`config.mk`:
```
export PLATFORM = sky130hd
export DESIGN_NAME = bf_host_driver_flat
export DESIGN_NICKNAME = d
export VERILOG_FILES = /design/src/rtl/bf_host_driver_if.sv /design/src/rtl/bf_host_driver.sv /design/src/flat_wrapper.sv
export SDC_FILE = /design/constraint.sdc
export NUM_CORES = 1
export LEC_CHECK = 0
export CORE_ASPECT_RATIO = 0.9
export CORE_MARGIN = 5
export CORE_UTILIZATION = 30
export DETAILED_ROUTE_END_ITERATION = 10
export PLACE_DENSITY = 0.53
export SYNTH_ARGS = -nofsm -noshare
export SYNTH_HDL_FRONTEND = slang
export SYNTH_SLANG_ARGS = --single-unit
```
`constraint.sdc`:
```
create_clock -name clk -period 3 [get_ports clk]
set_clock_uncertainty 0.1 [all_clocks]
set_input_delay 0.6 -clock clk [delete_from_list [all_inputs] [get_ports clk]]
set_output_delay 0.6 -clock clk [all_outputs]
set_load 0.01 [all_outputs]
```
`src/rtl/bf_host_driver_if.sv`:
```
// Bundle of every non-clock signal between bf_host_driver and its environment.
//   slave  : the driver's view (host load/stream ports, processor byte channels,
//            status outputs).
//   master : the environment's view (host plus processor), all directions flipped.
interface bf_host_driver_if;
  logic        go;
  logic [7:0]  ld_data;
  logic        ld_valid;
  logic        ld_last;
  logic        ld_ready;
  logic [7:0]  hin_data;
  logic        hin_valid;
  logic        hin_ready;
  logic [7:0]  hout_data;
  logic        hout_valid;
  logic        hout_ready;
  logic [7:0]  p_in_data;
  logic        p_in_valid;
  logic        p_in_ack;
  logic [7:0]  p_out_data;
  logic        p_out_valid;
  logic        p_out_ack;
  logic        p_start;
  logic        p_ready;
  logic        busy;
  logic        done;
  logic        err_len;
  logic [15:0] out_cnt;

  modport slave (
    input  go, ld_data, ld_valid, ld_last,
    output ld_ready,
    input  hin_data, hin_valid,
    output hin_ready,
    output hout_data, hout_valid,
    input  hout_ready,
    output p_in_data, p_in_valid,
    input  p_in_ack,
    input  p_out_data, p_out_valid,
    output p_out_ack,
    output p_start,
    input  p_ready,
    output busy, done, err_len, out_cnt
  );

  modport master (
    output go, ld_data, ld_valid, ld_last,
    input  ld_ready,
    output hin_data, hin_valid,
    input  hin_ready,
    input  hout_data, hout_valid,
    output hout_ready,
    input  p_in_data, p_in_valid,
    output p_in_ack,
    output p_out_data, p_out_valid,
    input  p_out_ack,
    input  p_start,
    output p_ready,
    input  busy, done, err_len, out_cnt
  );
endinterface

```
`src/rtl/bf_host_driver.sv`:
```
// Host-side driver for the Brainfuck processor byte channels.
// A session (go) downloads program text from the ld_* stream into the
// processor, appends the terminating NUL, pulses p_start, then serves runtime
// input bytes from an input FIFO (hin_*) and collects output bytes into an
// output FIFO (hout_*) until the processor returns to ready.
// Ports:
//   clk, rst : clock, asynchronous active-high reset
//   bus      : bf_host_driver_if.slave -- go, ld_*, hin_*, hout_*, p_* channels,
//              busy, done (one-cycle), err_len (sticky truncation), out_cnt.
// Parameters: DEPTH (FIFO entries, power of 2, >=2), MAXPROG (max program bytes).
module bf_host_driver #(
  parameter int DEPTH   = 16,
  parameter int MAXPROG = 255
) (
  input logic             clk,
  input logic             rst,
  bf_host_driver_if.slave bus
);
  localparam int AW = $clog2(DEPTH);
  localparam int CW = $clog2(DEPTH + 1);
  localparam int PW = $clog2(MAXPROG + 1);

  typedef enum logic [2:0] {IDLE, LOAD, TERM, START, RUN, DONE} state_t;

  state_t        state;
  logic [PW-1:0] prog_cnt;
  logic          start_r;
  logic          done_r;
  logic          busy_r;
  logic          err_r;
  logic [15:0]   out_cnt_r;

  logic [7:0]    in_mem [DEPTH];
  logic [AW-1:0] in_wr;
  logic [AW-1:0] in_rd;
  logic [CW-1:0] in_cnt;
  logic          in_push;
  logic          in_pop;
  logic          in_empty;
  logic          in_full;

  logic [7:0]    out_mem [DEPTH];
  logic [AW-1:0] out_wr;
  logic [AW-1:0] out_rd;
  logic [CW-1:0] out_cnt_fifo;
  logic          out_push;
  logic          out_pop;
  logic          out_empty;
  logic          out_full;
  logic          out_ack;

  logic [7:0]    p_in_data;
  logic          p_in_valid;
  logic          ld_ready;

  assign in_empty  = (in_cnt == '0);
  assign in_full   = (in_cnt == CW'(DEPTH));
  assign out_empty = (out_cnt_fifo == '0);
  assign out_full  = (out_cnt_fifo == CW'(DEPTH));

  // Processor-facing input channel: program passthrough in LOAD, NUL in TERM,
  // FIFO head in RUN. The !p_ready guard keeps runtime bytes from landing in
  // program memory once the processor has gone back to its load mode.
  always_comb begin
    p_in_valid = 1'b0;
    p_in_data  = 8'h00;
    ld_ready   = 1'b0;
    case (state)
      LOAD: begin
        p_in_valid = bus.ld_valid;
        p_in_data  = bus.ld_data;
        ld_ready   = bus.p_in_ack;
      end
      TERM: p_in_valid = 1'b1;
      RUN: begin
        p_in_valid = !in_empty && !bus.p_ready;
        p_in_data  = in_mem[in_rd];
      end
      default: ;
    endcase
  end

  // Full is taken from the registered count, so a host pop in the same cycle
  // does not open a slot for the processor; it simply retries next cycle.
  assign out_ack  = (state == RUN) && !out_full;
  assign in_push  = bus.hin_valid && !in_full;
  assign in_pop   = (state == RUN) && p_in_valid && bus.p_in_ack;
  assign out_push = bus.p_out_valid && out_ack;
  assign out_pop  = bus.hout_ready && !out_empty;

  always_ff @(posedge clk) begin
    if (in_push) in_mem[in_wr] <= bus.hin_data;
    if (out_push) out_mem[out_wr] <= bus.p_out_data;
  end

  always_ff @(posedge clk or posedge rst) begin
    if (rst) begin
      in_wr        <= '0;
      in_rd        <= '0;
      in_cnt       <= '0;
      out_wr       <= '0;
      out_rd       <= '0;
      out_cnt_fifo <= '0;
    end else begin
      if (in_push) in_wr <= in_wr + AW'(1);
      if (in_pop) in_rd <= in_rd + AW'(1);
      case ({in_push, in_pop})
        2'b10:   in_cnt <= in_cnt + CW'(1);
        2'b01:   in_cnt <= in_cnt - CW'(1);
        default: ;
      endcase
      if (out_push) out_wr <= out_wr + AW'(1);
      if (out_pop) out_rd <= out_rd + AW'(1);
      case ({out_push, out_pop})
        2'b10:   out_cnt_fifo <= out_cnt_fifo + CW'(1);
        2'b01:   out_cnt_fifo <= out_cnt_fifo - CW'(1);
        default: ;
      endcase
    end
  end

  always_ff @(posedge clk or posedge rst) begin
    if (rst) begin
      state     <= IDLE;
      prog_cnt  <= '0;
      start_r   <= 1'b0;
      done_r    <= 1'b0;
      busy_r    <= 1'b0;
      err_r     <= 1'b0;
      out_cnt_r <= '0;
    end else begin
      start_r <= 1'b0;
      done_r  <= 1'b0;
      if (out_push && out_cnt_r != 16'hFFFF) out_cnt_r <= out_cnt_r + 16'd1;
      case (state)
        IDLE: begin
          if (bus.go && bus.p_ready) begin
            state     <= LOAD;
            busy_r    <= 1'b1;
            prog_cnt  <= '0;
            err_r     <= 1'b0;
            out_cnt_r <= '0;
          end
        end
        LOAD: begin
          if (bus.ld_valid && bus.p_in_ack) begin
            prog_cnt <= prog_cnt + PW'(1);
            if (bus.ld_last) begin
              state <= TERM;
            end else if (prog_cnt == PW'(MAXPROG - 1)) begin
              // Truncation: the NUL goes to address MAXPROG.
              state <= TERM;
              err_r <= 1'b1;
            end
          end
        end
        TERM: begin
          if (bus.p_in_ack) begin
            state   <= START;
            start_r <= 1'b1;
          end
        end
        START: state <= RUN;
        RUN: begin
          if (bus.p_ready) begin
            state  <= DONE;
            done_r <= 1'b1;
          end
        end
        DONE: begin
          state  <= IDLE;
          busy_r <= 1'b0;
        end
        default: state <= IDLE;
      endcase
    end
  end

  assign bus.ld_ready   = ld_ready;
  assign bus.hin_ready  = !in_full;
  assign bus.hout_data  = out_mem[out_rd];
  assign bus.hout_valid = !out_empty;
  assign bus.p_in_data  = p_in_data;
  assign bus.p_in_valid = p_in_valid;
  assign bus.p_out_ack  = out_ack;
  assign bus.p_start    = start_r;
  assign bus.busy       = busy_r;
  assign bus.done       = done_r;
  assign bus.err_len    = err_r;
  assign bus.out_cnt    = out_cnt_r;
endmodule

```
`src/flat_wrapper.sv`:
```
// flat-port wrapper written by rule: the top's interface ports become plain ports
module bf_host_driver_flat 
#(
  parameter int DEPTH   = 16,
  parameter int MAXPROG = 255
)
  (clk, rst, bus_go, bus_ld_data, bus_ld_valid, bus_ld_last, bus_ld_ready, bus_hin_data, bus_hin_valid, bus_hin_ready, bus_hout_data, bus_hout_valid, bus_hout_ready, bus_p_in_data, bus_p_in_valid, bus_p_in_ack, bus_p_out_data, bus_p_out_valid, bus_p_out_ack, bus_p_start, bus_p_ready, bus_busy, bus_done, bus_err_len, bus_out_cnt);
  bf_host_driver_if bus_i ();
  input logic clk;
  input logic rst;
  input wire logic [$bits(bus_i.go)-1:0] bus_go;
  input wire logic [$bits(bus_i.ld_data)-1:0] bus_ld_data;
  input wire logic [$bits(bus_i.ld_valid)-1:0] bus_ld_valid;
  input wire logic [$bits(bus_i.ld_last)-1:0] bus_ld_last;
  output wire logic [$bits(bus_i.ld_ready)-1:0] bus_ld_ready;
  input wire logic [$bits(bus_i.hin_data)-1:0] bus_hin_data;
  input wire logic [$bits(bus_i.hin_valid)-1:0] bus_hin_valid;
  output wire logic [$bits(bus_i.hin_ready)-1:0] bus_hin_ready;
  output wire logic [$bits(bus_i.hout_data)-1:0] bus_hout_data;
  output wire logic [$bits(bus_i.hout_valid)-1:0] bus_hout_valid;
  input wire logic [$bits(bus_i.hout_ready)-1:0] bus_hout_ready;
  output wire logic [$bits(bus_i.p_in_data)-1:0] bus_p_in_data;
  output wire logic [$bits(bus_i.p_in_valid)-1:0] bus_p_in_valid;
  input wire logic [$bits(bus_i.p_in_ack)-1:0] bus_p_in_ack;
  input wire logic [$bits(bus_i.p_out_data)-1:0] bus_p_out_data;
  input wire logic [$bits(bus_i.p_out_valid)-1:0] bus_p_out_valid;
  output wire logic [$bits(bus_i.p_out_ack)-1:0] bus_p_out_ack;
  output wire logic [$bits(bus_i.p_start)-1:0] bus_p_start;
  input wire logic [$bits(bus_i.p_ready)-1:0] bus_p_ready;
  output wire logic [$bits(bus_i.busy)-1:0] bus_busy;
  output wire logic [$bits(bus_i.done)-1:0] bus_done;
  output wire logic [$bits(bus_i.err_len)-1:0] bus_err_len;
  output wire logic [$bits(bus_i.out_cnt)-1:0] bus_out_cnt;
  assign bus_i.go = bus_go;
  assign bus_i.ld_data = bus_ld_data;
  assign bus_i.ld_valid = bus_ld_valid;
  assign bus_i.ld_last = bus_ld_last;
  assign bus_ld_ready = bus_i.ld_ready;
  assign bus_i.hin_data = bus_hin_data;
  assign bus_i.hin_valid = bus_hin_valid;
  assign bus_hin_ready = bus_i.hin_ready;
  assign bus_hout_data = bus_i.hout_data;
  assign bus_hout_valid = bus_i.hout_valid;
  assign bus_i.hout_ready = bus_hout_ready;
  assign bus_p_in_data = bus_i.p_in_data;
  assign bus_p_in_valid = bus_i.p_in_valid;
  assign bus_i.p_in_ack = bus_p_in_ack;
  assign bus_i.p_out_data = bus_p_out_data;
  assign bus_i.p_out_valid = bus_p_out_valid;
  assign bus_p_out_ack = bus_i.p_out_ack;
  assign bus_p_start = bus_i.p_start;
  assign bus_i.p_ready = bus_p_ready;
  assign bus_busy = bus_i.busy;
  assign bus_done = bus_i.done;
  assign bus_err_len = bus_i.err_len;
  assign bus_out_cnt = bus_i.out_cnt;
  bf_host_driver #(.DEPTH(DEPTH), .MAXPROG(MAXPROG)) u_core (.clk(clk), .rst(rst), .bus(bus_i));
endmodule
```
==> out/summary.log <==
qor: worst_setup_path.timing.critical_path.required 2300 ps
qor: floorplan.die_height 209 um
qor: final_layout.final_cell_area 16700 um^2
qor: sta.timing.final.ws_setup -81.5 ps
qor: final_layout.post_layout_nonfiller_instances 1541
qor: floorplan.design.die.area 48400 um^2
qor: clock_network.cts_hold_repair.buffers 0
qor: logic_synthesis.synth-seq-cells 313
qor: logic_synthesis.yosysWarnings 0
qor: drt.vias_per_cell 4.53
qor: worst_setup_path.cpPeakStageDelay 540 ps
qor: clock_network.clk_latency 540 ps
qor: final_layout.drive_above_1_share 0.285
qor: floorplan.core_area 43900 um^2
qor: floorplan.number_of_core_rows 73
qor: placed_design.pre_cts_slack -238 ps
qor: sta.finalHoldWorstSlack 299 ps
qor: logic_synthesis.synth_enable_flop_cells 256
qor: drt.wl_per_cell 18.5 um
qor: logic_synthesis.synth_seq_area_share 0.688
qor: job.max-cap-violations 0
qor: grt.antenna_violations_before_repair 1
qor: placed_design.placement.io_buffers 74
qor: power_and_ir_drop.power.sequential.fraction 0.383
qor: logic_synthesis.synthesis.area 13200 um^2
qor: logic_synthesis.mean_area_per_synthesized_cell 17.7 um^2
qor: final_layout.final_common_cell sky130_fd_sc_hd__edfxtp_1
qor: logic_synthesis.synth_top_flop_cell sky130_fd_sc_hd__edfxtp_1
qor: worst_setup_path.end_kind output pin
qor: power_and_ir_drop.max-vdd-ir-drop 429 uV
qor: power_and_ir_drop.power.static_leakage 5.87 nW
qor: placed_design.place.gp.congestion 0.744
qor: sta.maxSlewViolCount 0
qor: grt.gr-max-usage-layer met2
qor: worst_setup_path.rr_startpoint u_core.out_cnt_fifo[1]
qor: sta.final_hold_viol_count 0
qor: final_layout.most-common-layout-cells 256 x sky130_fd_sc_hd__edfxtp_1, 70 x sky130_fd_sc_hd__buf_4, 64 x sky130_fd_sc_hd__mux4_2
qor: sta.post-route-min-period 3080 ps
qor: sta.finalSetupViolCount 9
qor: worst_setup_path.crit_fanout 6
qor: worst_setup_path.reg2reg_slack 170 ps
qor: drt.antenna_left 0
qor: grt.first_global_vias 7340
qor: worst_setup_path.critPathLaunchType register
qor: power_and_ir_drop.pwr-share-comb 0.304
qor: power_and_ir_drop.totalPowerFinal 0.0143 W
qor: logic_synthesis.postSynth.asyncResetShare 0.182
qor: grt.global_route.usage.met1 0.167
qor: grt.track_usage 0.118
qor: floorplan.floorplan.initialDensity 0.301
qor: drt.dr.pass1.iters 4
qor: sta.timing.max_slew.rel_slack 0.571
qor: drt.drt_drc_violations_left 0
qor: outcome.run_status finished, violations left
qor: drt.dr_total_vias 6976
qor: floorplan.dieWidth 231 um
qor: grt.gr-usage-met2 0.184
qor: sta.layout_worst_path_cycle_share 1.03
qor: sta.rsz0062_at_grt true
qor: worst_setup_path.cp_cell_sequence buf_12 -> clkbuf_16 -> mux4_1 -> mux4_2 -> buf_6
qor: clock_network.ctsLongestPathBuffers 3
qor: logic_synthesis.syn-num-nets 805
qor: final_layout.areaGrowthSynthToFinish 26.3%
qor: power_and_ir_drop.sw_frac_of_total 0.283
qor: placed_design.numPlacedInstances 1462
qor: worst_setup_path.worst-r2r-cell-count 12
qor: power_and_ir_drop.p_per_area 857 nW/um^2
qor: clock_network.cts_tree built
qor: worst_setup_path.startpoint u_core.out_rd[0]
qor: clock_network.root_buffer sky130_fd_sc_hd__clkbuf_16
qor: worst_setup_path.worst_ep_arrival_time 2380 ps
qor: worst_setup_path.critPathKind register to output pin
qor: grt.grt_overflow_total 0
qor: grt.global_route_met3_utilization 0.0285
qor: outcome.failed_checks setup timing
qor: clock_network.cts_htree_levels 2
qor: drt.detail_route.iter0.violations 462
qor: power_and_ir_drop.clock_power_share 0.313
qor: logic_synthesis.synthCells 748
qor: worst_setup_path.reg2reg_to u_core.out_cnt_fifo[4]
qor: placed_design.dpl.hpwl 18.1 mm
qor: logic_synthesis.ys_types 55
qor: worst_setup_path.critical-path-slowest-cell sky130_fd_sc_hd__mux4_1
qor: final_layout.nets 974
qor: clock_network.clkSinkCount 313
qor: sta.timing_worst_slew_pin_value 641 ps
qor: worst_setup_path.endpoint bus_hout_data[0]
qor: power_and_ir_drop.intPower 0.0103 W
qor: clock_network.cts.clk_slew.worst_paths 60 ps
qor: power_and_ir_drop.switchingPower 0.00406 W
qor: final_layout.insertedDiodeCount 0
qor: grt.grt_pass1_wl 44.6 mm
qor: clock_network.cts_inserted_buffers 35
qor: drt.drt-total-wl 28.5 mm
qor: sta.fmax 0.325 GHz
qor: hold_path.min-delay-path-class primary input to async pin
qor: grt.pin_count_of_the_biggest_net_entering_global_routing 41
qor: placed_design.placement.cell_area 15200 um^2
qor: floorplan.ioPinCount 75
==> how the worst min path moves through the flow <==
stage	end	slack, ps	depth (start not counted)	startpoint
finish	u_core.bus.out_cnt[1]	300	2	rst
global route	u_core.bus.out_cnt[13]	320	2	rst
CTS	u_core.bus.out_cnt[6]	290	2	rst
detailed placement	u_core.bus.busy	370	2	u_core.bus.busy
global placement	u_core.in_rd[3]	380	1	u_core.in_rd[3]
floorplan	u_core.in_rd[3]	360	1	u_core.in_rd[3]
==> layout make-up <==
type,instances,area [um^2]
fillers,4061,27200
flip-flops and latches,313,9120
multi-input cells,376,3890
repair buffers,167,1660
clock buffers,46,947
well taps,600,751
clock inverters,15,263
inverters,24,90.1
==> state kept, by name (all words and copies together) (netlist names) <==
register and flops:
u_core.in_rd 4, u_core.in_wr 4, u_core.state 3, u_core.bus.out_cnt 16, u_core.out_mem 128, u_core.bus.err_len 1
u_core.bus.done 1, u_core.out_wr 4, u_core.bus.p_start 1, u_core.out_rd 4, u_core.out_cnt_fifo 5, u_core.in_cnt 5
u_core.in_mem 128, u_core.bus.busy 1, u_core.prog_cnt 8
==> critical path, delay by kind of cell (launching register included) <==
kind / cells / cell delay, ps
multiplexers: 2 / 1030
buffers and inverters: 3 / 440
flip-flops: 1 / 370
==> cells by family (layout without fill, tap and decap cells) <==
| family | after synthesis | count (layout) | share of synthesized area |
|---|---|---|---|
| AO/OA/AOI/OAI | 57 | 57 | 0.0320 |
| XOR/XNOR | 36 | 36 | 0.0238 |
| adder cells (fa/ha/maj) | 23 | 23 | 0.0229 |
| buffers and inverters | 59 | 252 | 0.0208 |
| flip-flops | 313 | 313 | 0.688 |
| multiplexers | 91 | 91 | 0.146 |
| AND/OR/NAND/NOR | 169 | 169 | 0.0665 |
==> cell usage after synthesis (4+ instances only) <==
master,count,share of area
sky130_fd_sc_hd__nand3_1,4,0.0015
sky130_fd_sc_hd__mux4_1,30,0.060
sky130_fd_sc_hd__edfxtp_1,256,0.58
sky130_fd_sc_hd__a21oi_1,15,0.0057
sky130_fd_sc_hd__buf_1,7,0.0020
sky130_fd_sc_hd__nand4_1,18,0.0085
sky130_fd_sc_hd__mux4_2,42,0.071
sky130_fd_sc_hd__buf_2,10,0.0038
sky130_fd_sc_hd__mux2i_1,17,0.013
sky130_fd_sc_hd__nand2_1,45,0.013
sky130_fd_sc_hd__xnor2_1,21,0.014
sky130_fd_sc_hd__dfrtp_1,57,0.11
sky130_fd_sc_hd__xor2_1,15,0.0099
sky130_fd_sc_hd__and2_1,5,0.0024
sky130_fd_sc_hd__nand2b_1,8,0.0038
sky130_fd_sc_hd__clkbuf_1,12,0.0034
sky130_fd_sc_hd__and3_1,6,0.0028
sky130_fd_sc_hd__nor3_1,11,0.0042
sky130_fd_sc_hd__ha_1,21,0.020
sky130_fd_sc_hd__inv_1,23,0.0065
sky130_fd_sc_hd__nor2_1,49,0.014
sky130_fd_sc_hd__o21ai_0,16,0.0060
sky130_fd_sc_hd__a22oi_1,5,0.0028
sky130_fd_sc_hd__o211ai_1,5,0.0028
==> metrics by stage <==
step / utilization / setup TNS [ps]
6_report: 0.381 / -581
3_5_place_dp: 0.347 / -451
3_3_place_gp: 0.347 / -342
4_1_cts: 0.380 / -1800
2_1_floorplan: - / 0
5_1_grt: 0.381 / -1690
==> what timing repair did <==
| item | in CTS | in global routing |
|---|---|---|
| endpoints found under the setup margin | 19 | 19 |
| setup buffers | 12 | 4 |
| resized for setup | 119 | 22 |
| cloned | 4 | 1 |
| pin swaps | 6 | 9 |
==> power groups by stage <==
stage	logic (W)	registers [W]	clock network, W
floorplan	0.00244	0.00542	0
global placement	0.00384	0.00556	0
detailed placement	0.00384	0.00556	0
CTS	0.00436	0.00550	0.00463
global route	0.00473	0.00554	0.00485
finish	0.00436	0.00549	0.00448
==> layer usage <==
layer / vias up / part of all wire
li1: 3257 / -
met3: 38 / 0.050
met4: 2 / 0.018
met1: 3558 / 0.47
met2: 121 / 0.47
met5: - / 0.00025
Power figures use the tool's default switching activity.
